$ cat config.mk
export PLATFORM = sky130hd
export DESIGN_NAME = delta_weight_fetch_arbiter
export DESIGN_NICKNAME = d
export VERILOG_FILES = /design/src/rtl/delta_weight_fetch_arbiter.sv
export SDC_FILE = /design/constraint.sdc
export NUM_CORES = 1
export LEC_CHECK = 0
export ABC_AREA = 1
export BUFFER_PORTS_ARGS = -buffer_cell sky130_fd_sc_hd__buf_2
export CAP_MARGIN = 10
export CORE_AREA = 2 2 161 163
export CTS_CLUSTER_SIZE = 12
export DETAILED_ROUTE_END_ITERATION = 10
export DIE_AREA = 0 0 163 165
export PLACE_DENSITY = 0.77
export SYNTH_ARGS = -nofsm -noshare
export SYNTH_HDL_FRONTEND = slang
export SYNTH_SLANG_ARGS = --single-unit
$ cat constraint.sdc
create_clock -name clock -period 12.4 [get_ports clock]
set_input_delay 2.48 -clock clock [delete_from_list [all_inputs] [get_ports clock]]
set_output_delay 2.48 -clock clock [all_outputs]
set_load 0.05 [all_outputs]
$ cat src/rtl/delta_weight_fetch_arbiter.sv
// delta_weight_fetch_arbiter: round-robin weight fetch between PU buffers, weight SRAM and DRAM, with tile loop tracking.
// Option WFA_DRAM_FORWARD_EN: a DRAM fill grants straight after the SRAM write instead of re-reading SRAM.
module delta_weight_fetch_arbiter #(
    parameter int PU_NUM         = 8,
    parameter int ADDR_W         = 32,
    parameter int CNT_W          = 10,
    parameter int IC_STEP        = 8,
    parameter int OC_STEP        = 8,
    parameter int ROW_STEP       = 8,
    parameter int COL_STEP       = 8,
    parameter int PU_SLICE_BYTES = 256
) (
    input  logic                     clock,
    input  logic                     reset,
    input  logic                     start,
    input  logic                     finish_cycle,
    input  logic [CNT_W-1:0]         oc_num,
    input  logic [CNT_W-1:0]         ic_num,
    input  logic [CNT_W-1:0]         orc_size,
    input  logic [ADDR_W-1:0]        weight_base,
    input  logic [PU_NUM-1:0]        wb_req,
    input  logic [PU_NUM*ADDR_W-1:0] wb_addr,
    output logic [PU_NUM-1:0]        wb_grant,
    output logic [ADDR_W-1:0]        sram_addr,
    output logic                     sram_w_en,
    output logic                     sram_r_en,
    input  logic                     sram_w_done,
    input  logic                     sram_d_ready,
    output logic                     dram_read,
    output logic [ADDR_W-1:0]        dram_addr,
    input  logic                     dram_ready,
    output logic                     busy,
    output logic                     layer_done
);
    localparam int PW = $clog2(PU_NUM);
    typedef enum logic [2:0] {IDLE, ARB, DRAM_RD, SRAM_WR, SRAM_RD, GRANT, ADVANCE} state_t;
`ifdef WFA_DRAM_FORWARD_EN
    localparam state_t WR_NEXT = GRANT;
`else
    localparam state_t WR_NEXT = SRAM_RD;
`endif
    state_t state, state_n;
    logic [PW-1:0] rr_ptr, g, pick, idx;
    logic [CNT_W-1:0] ic, col, row, oc;
    logic [CNT_W-1:0] eff_ic, eff_orc, eff_oc;
    logic [CNT_W:0] ic_s, col_s, row_s, oc_s;
    logic ic_w, col_w, row_w, oc_w, layer_wrap;
    logic [ADDR_W-1:0] tile_base, pick_addr;
    logic any_req, fin_pend;

    assign any_req = |wb_req;
    assign eff_ic  = {ic_num[CNT_W-1:3], 3'b000};
    assign eff_orc = {orc_size[CNT_W-1:3], 3'b000};
    assign eff_oc  = {oc_num[CNT_W-1:3], 3'b000};

    // Scan downward so the requester closest to rr_ptr is the one left standing.
    always_comb begin
        pick = '0;
        idx  = '0;
        for (int i = PU_NUM - 1; i >= 0; i--) begin
            idx = rr_ptr + PW'(i);
            if (wb_req[idx]) pick = idx;
        end
    end

    assign pick_addr = wb_addr[pick*ADDR_W +: ADDR_W] + ADDR_W'(pick) * ADDR_W'(PU_SLICE_BYTES) + tile_base;

    assign ic_s  = {1'b0, ic} + (CNT_W+1)'(IC_STEP);
    assign col_s = {1'b0, col} + (CNT_W+1)'(COL_STEP);
    assign row_s = {1'b0, row} + (CNT_W+1)'(ROW_STEP);
    assign oc_s  = {1'b0, oc} + (CNT_W+1)'(OC_STEP * PU_NUM);
    assign ic_w  = ic_s >= {1'b0, eff_ic};
    assign col_w = col_s >= {1'b0, eff_orc};
    assign row_w = row_s >= {1'b0, eff_orc};
    assign oc_w  = oc_s >= {1'b0, eff_oc};
    assign layer_wrap = ic_w && col_w && row_w && oc_w;

    always_comb begin
        state_n = state;
        case (state)
            IDLE:    if (start) state_n = ARB;
            ARB:     if (any_req) state_n = (row == '0 && col == '0) ? DRAM_RD : SRAM_RD;
                     else if (finish_cycle || fin_pend) state_n = ADVANCE;
            DRAM_RD: if (dram_ready) state_n = SRAM_WR;
            SRAM_WR: if (sram_w_done) state_n = WR_NEXT;
            SRAM_RD: if (sram_d_ready) state_n = GRANT;
            GRANT:   state_n = ARB;
            ADVANCE: state_n = IDLE;
            default: state_n = IDLE;
        endcase
    end

    always_ff @(posedge clock) begin
        if (reset) begin
            state      <= IDLE;
            rr_ptr     <= '0;
            g          <= '0;
            ic         <= '0;
            col        <= '0;
            row        <= '0;
            oc         <= '0;
            tile_base  <= '0;
            fin_pend   <= 1'b0;
            sram_addr  <= '0;
            dram_addr  <= '0;
            layer_done <= 1'b0;
        end else begin
            state      <= state_n;
            layer_done <= 1'b0;
            if (state == ARB && any_req) begin
                g         <= pick;
                sram_addr <= pick_addr;
                dram_addr <= weight_base + pick_addr;
            end
            if (state == GRANT) rr_ptr <= g + 1'b1;
            if (state == ADVANCE) fin_pend <= 1'b0;
            else if (finish_cycle && (state != ARB || any_req)) fin_pend <= 1'b1;
            if (state == ADVANCE) begin
                ic <= ic_w ? '0 : ic_s[CNT_W-1:0];
                if (ic_w) col <= col_w ? '0 : col_s[CNT_W-1:0];
                if (ic_w && col_w) row <= row_w ? '0 : row_s[CNT_W-1:0];
                if (ic_w && col_w && row_w) oc <= oc_w ? '0 : oc_s[CNT_W-1:0];
                tile_base  <= layer_wrap ? '0 : tile_base + ADDR_W'(PU_NUM * PU_SLICE_BYTES);
                layer_done <= layer_wrap;
            end
        end
    end

    assign wb_grant  = (state == GRANT) ? PU_NUM'(1) << g : '0;
    assign dram_read = state == DRAM_RD;
    assign sram_w_en = state == SRAM_WR;
    assign sram_r_en = state == SRAM_RD;
    assign busy      = state != IDLE;
endmodule

==> results of run 1 <==
flip-flops by register name, indices dropped and copies added (netlist names):
signal / count
layer_done: 1
g: 3
sram_addr: 32
state: 3
fin_pend: 1
tile_base: 21
row: 7
rr_ptr: 3
oc: 4
col: 7
ic: 7
dram_addr: 32
cells in the mapped netlist (all sizes together), types with 2 or more instances:
cell type	number	area share
a211oi	9	0.0056
a21boi	10	0.0068
a21o	2	0.0012
a21oi	106	0.044
a221oi	5	0.0036
a31oi	9	0.0051
buf	42	0.021
clkbuf	35	0.011
clkinv	3	0.00093
dfxtp	121	0.20
ha	124	0.13
inv	242	0.075
nand2	254	0.085
nand3	125	0.061
nand3b	5	0.0031
nand4	15	0.0077
nor2	406	0.13
nor3	53	0.023
nor3b	6	0.0037
nor4	8	0.0046
o211ai	8	0.0049
o21a	9	0.0056
o21ai	219	0.091
o21bai	4	0.0028
o221ai	9	0.0065
o22ai	2	0.0010
o31ai	3	0.0019
o32a	10	0.0082
o32ai	4	0.0029
or2	3	0.0015
xnor2	21	0.015
xor2	51	0.037
metrics by stage:
step                      utilization  hold WS, ps
after global placement          0.571          472
after CTS                       0.597          491
after floorplan                     -          455
final                           0.598          489
after detailed placement        0.571          482
after global routing            0.597          505
area by class of cell:
class	count	area (um^2)	area share
diodes	9	22.5	0.00151
clock buffers	19	443	0.0296
clock inverters	13	194	0.0130
inverters	245	923	0.0617
multi-input cells	1495	8470	0.566
flip-flops and latches	121	2420	0.162
well taps	330	413	0.0276
repair buffers	409	2070	0.138
power groups by stage:
stage	combinational [W]	sequential (W)	clock, W
final	0.00176	0.000561	0.000542
after global routing	0.00193	0.000570	0.000567
after CTS	0.00175	0.000561	0.000546
after detailed placement	0.00174	0.000568	0
after global placement	0.00172	0.000566	0
after floorplan	0.000964	0.000884	0
path summary, 6_finish.rpt:
kind | startpoint | endpoint | slack, ps
setup / recovery | wb_req[5] | dram_addr[29] | 2710
hold / removal | oc[7] | oc[7] | 490
setup reg to reg | rr_ptr[1] | dram_addr[29] | 3350
hold reg to reg | oc[7] | oc[7] | 490
cells by family (layout without fill, tap and decap cells):
kind of cell	after synthesis	after routing	synth area share
simple gates	877	877	0.317
compound gates	414	414	0.195
buf+inv	322	686	0.108
fa+ha+maj	125	125	0.129
flops	121	121	0.199
xor+xnor	72	72	0.0519
other cells	1	16	0.000308
worst max-delay path: cells and delay by family:
family / cells / cell delay (ps)
AO/OA/AOI/OAI: 11 / 2110
adder cells (fa/ha/maj): 3 / 1000
buffers and inverters: 6 / 1540
AND/OR/NAND/NOR: 25 / 2730
per-layer routing:
| metal | vias to the layer above | track usage |
|---|---|---|
| li1 | 7125 | - |
| met1 | 6421 | 0.417 |
| met2 | 563 | 0.547 |
| met3 | 83 | 0.0480 |
| met4 | 0 | 0.128 |
| met5 | - | 0 |
==> flow_summary.ini, run 1 <==
[run_status]
status = completed

[layout]
final_cell_mix = nor2_1 (405), buf_2 (400), inv_1 (236)
final_common_cell = nor2_1
areaGrowthSynthToFinish_pct = 23.1
stdcell_area_um2 = 15000
drive_gt1_frac = 0.218
fillCellCount = 2534
instances_no_fill = 2641
fin_nets = 2747

[sta]
post-route-period-util = 0.782
fin_tns_setup_ps = 0
drv_slew = 0
rsz0062_at_grt = false
finalClockSkew_ps = 12.6
setup_slack_ps = 2710
worst_pin_slew_ps = 1030
timing.final.crit_period_ps = 9690
max_freq_mhz = 103
final_hold_viol_count = 0
slew_headroom = 0.310
setup_violations = 0

[die]
rows = 58
ioPinCount = 410
coreArea_um2 = 25000
fp.dieArea_um2 = 26900
dieHeight_um = 165
initial_core_util = 0.486
fp.dieW_um = 163

[yosys]
ys_seq_area_frac = 0.199
syn-cell-area_um2 = 12200
avgSynthCellArea_um2 = 6.29
synth.lib_cells_used.distinct = 61
ys_seq_elements = 121
synth_edf_count = 0
synthFlopType = dfxtp_1
async_flop_share = 0
syn_inst = 1932
yosys_warnings = 0

[cts]
h-tree-depth = 4
cts_setup_buffers = 0
clk_pin_slew_worst_paths_ps = 60
cts.sinks = 121
cts_tree = yes
cts-root-buf = clkbuf_16
cts_buffer_depth = 2
cts_inserted_buffers = 17
ctsHoldBuffers = 0
cts_resized = 0
worstSkewPairLatency_ps = 430

[global_route]
grt_max_degree = 80
grt.total_usage = 0.324
grt_overflow = 0
antenna_found_initial = 9
grt_pass1_wl_mm = 68.0
first_global_vias = 13101

[worst_hold_path]
whs_path_depth = 2
min_path_type = reg -> reg

[pwr]
leakage_nw = 7.98
pwr-share-seq = 0.196
p_total_w = 0.00287
switching_power_w = 0.00151
power_frac_clock = 0.189
p_per_area_nw_per_um2 = 192
p_sw_frac = 0.526
pwr-share-comb = 0.615
ir_drop_mv = 0.163
cellInternalPower_w = 0.00136

[detailed_routing]
drtAntennaViolNets = 0
routedWlPerCell_um = 16.8
dr.max_layer_used = met4
vias_per_cell = 5.37
drc = 0
wirelength_met1_mm = 19.0
wl_met2_mm = 20.6
drt_iter0_markers = 1159
routed_wl_mm = 44.3
dr_wl_met3_mm = 3.19
num_vias = 14192
drt_first_pass_iters = 8

[place]
place_hpwl_mm = 35.6
post-place-ws_ps = 2450
place_inst = 2600
place_area_um2 = 14300
port_buffers = 400
gp_congestion = 0.959

[critical_path]
cp_data_arrival_time_ps = 10000
endpoint_kind = flip-flop
critPathMaxFanout = 67
crit_slowest_cell = buf_4
cp_common_cell = nand2_1
start_kind = input port
cp_data_required_time_ps = 12700
max_stage_delay_ps = 610
crit_type = in -> reg
worst-r2r-cell-count = 45

[run]
drv_cap = 0
(Power assumes the default switching activity.)
==> run 2: changes to the inputs <==
==> constraint.sdc (replaced) <==
create_clock -name clock -period 10 [get_ports clock]
set_input_delay 2 -clock clock [delete_from_list [all_inputs] [get_ports clock]]
set_output_delay 2 -clock clock [all_outputs]
set_load 0.05 [all_outputs]
==> run 2 against run 1 <==
Against the previous run: core utilization hardly changed; via count fell by 0.94%; global-route usage fell by 0.23 points; register-to-register slack got worse by 1300 ps; largest power group unchanged; power increased by 22%; worst hold slack better by 5.7 ps; critical endpoint unchanged; first-iteration DRC count fell by 23%.
==> flow_summary.ini, run 2 (synthesized netlist as in run 1, its figures left out) <==
[sta]
post-route-period-util = 0.825
final_hold_viol_count = 0
finalClockSkew_ps = 9.85
drv_slew = 0
setup_violations = 0
fin_tns_setup_ps = 0
rsz0062_at_grt = false
worst_pin_slew_ps = 933
max_freq_mhz = 121
slew_headroom = 0.374
timing.final.crit_period_ps = 8250

[layout]
areaGrowthSynthToFinish_pct = 23.1
fin_nets = 2751
drive_gt1_frac = 0.220
final_common_cell = nor2_1
largestRegisters = dram_addr x32, sram_addr x32, tile_base x21
instances_no_fill = 2645
final_cell_mix = nor2_1 (405), buf_2 (400), inv_1 (236)
fillCellCount = 2492

[die]
initial_core_util = 0.486
dieHeight_um = 165
ioPinCount = 410
coreArea_um2 = 25000
fp.dieArea_um2 = 26900
rows = 58
fp.dieW_um = 163

[critical_path]
start_kind = input port
crit_slowest_cell = a21oi_4
cp_data_arrival_time_ps = 8560
cp_common_cell = nand2_1
crit_type = in -> reg
endpoint_kind = flip-flop
max_stage_delay_ps = 580
critPathMaxFanout = 29
worst-r2r-cell-count = 43
cp_data_required_time_ps = 10300

[global_route]
first_global_vias = 13347
grt.total_usage = 0.322
grt_pass1_wl_mm = 67.7
grt_overflow = 0
grt_max_degree = 129
antenna_found_initial = 9

[pwr]
leakage_nw = 7.99
p_per_area_nw_per_um2 = 233
p_total_w = 0.00349
ir_drop_mv = 0.181

[cts]
cts.sinks = 121
cts_resized = 0
worstSkewPairLatency_ps = 430
cts_setup_buffers = 0
cts_buffer_depth = 2
cts_tree = yes
cts_inserted_buffers = 17
h-tree-depth = 4
cts-root-buf = clkbuf_16
ctsHoldBuffers = 0
clk_pin_slew_worst_paths_ps = 60

[detailed_routing]
drt_first_pass_iters = 5
routedWlPerCell_um = 16.6
vias_per_cell = 5.32
routed_wl_mm = 44.0
drt_iter0_markers = 887
num_vias = 14059
drc = 0
drtAntennaViolNets = 0

[worst_hold_path]
whs_path_depth = 2
min_path_type = reg -> reg

[run_status]
status = completed

[run]
drv_cap = 0

[place]
port_buffers = 400
place_inst = 2604
place_hpwl_mm = 35.7
gp_congestion = 0.956
-- run 2: changes by cell type in the layout (fill, tap and decap cells not counted) --
cell | previous run | this run
inv_6 | 2 | 0
bufinv_16 | 4 | 2
buf_12 | 0 | 2
clkinv_4 | 3 | 5
clkinv_2 | 1 | 3
clkbuf_1 | 1 | 0
buf_4 | 9 | 11
clkinvlp_4 | 4 | 5
-- run 2: worst paths after layout --
kind	from	end	slack, ps
setup / recovery	wb_req[5]	dram_addr[29]	1750
hold / removal	fin_pend	fin_pend	490
setup reg to reg	rr_ptr[1]	dram_addr[29]	2040
hold reg to reg	fin_pend	fin_pend	490
-- run 2: layer usage --
| layer | up-vias | global-route usage | part of all wire | routed length (um) |
|---|---|---|---|---|
| met5 | - | 0 | 0 | 0 |
| met1 | 6306 | 0.413 | 0.43 | 19100 |
| met4 | 0 | 0.152 | 0.043 | 1880 |
| li1 | 7120 | - | - | - |
| met2 | 530 | 0.534 | 0.46 | 20100 |
| met3 | 103 | 0.0457 | 0.066 | 2910 |
-- run 2: layout make-up --
type	instances	area [um^2]	share of cell area
flip-flops and latches	121	2420	0.162
repair buffers	413	2120	0.142
multi-input cells	1495	8470	0.566
well taps	330	413	0.0276
diodes	9	22.5	0.00150
clock buffers	18	439	0.0293
inverters	245	923	0.0617
clock inverters	14	151	0.0101
-- run 2: metrics by stage --
step           utilization  setup slack, ps  hold WS (ps)  cell area (um^2)
2_1_floorplan            -             2880           455             12200
3_3_place_gp         0.573             1480           469             14400
3_5_place_dp         0.573             1420           480             14400
4_1_cts              0.597             1810           493             14900
5_1_grt              0.598             1130           512             15000
6_report             0.598             1750           494             15000
-- run 2: worst max-delay path, delay by kind of cell --
family,cells,cell delay [ps]
buffers and inverters,4,700
adders and majority gates,3,870
AOI/OAI and AO/OA,12,2510
and+or+nand+nor,26,2450
-- run 2: power by group --
| group | switching, W | total [W] | internal, W |
|---|---|---|---|
| clock network | 0.000245 | 0.000619 | 0.000373 |
| logic | 0.00153 | 0.00218 | 0.000650 |
| registers | 0.0000792 | 0.000693 | 0.000614 |
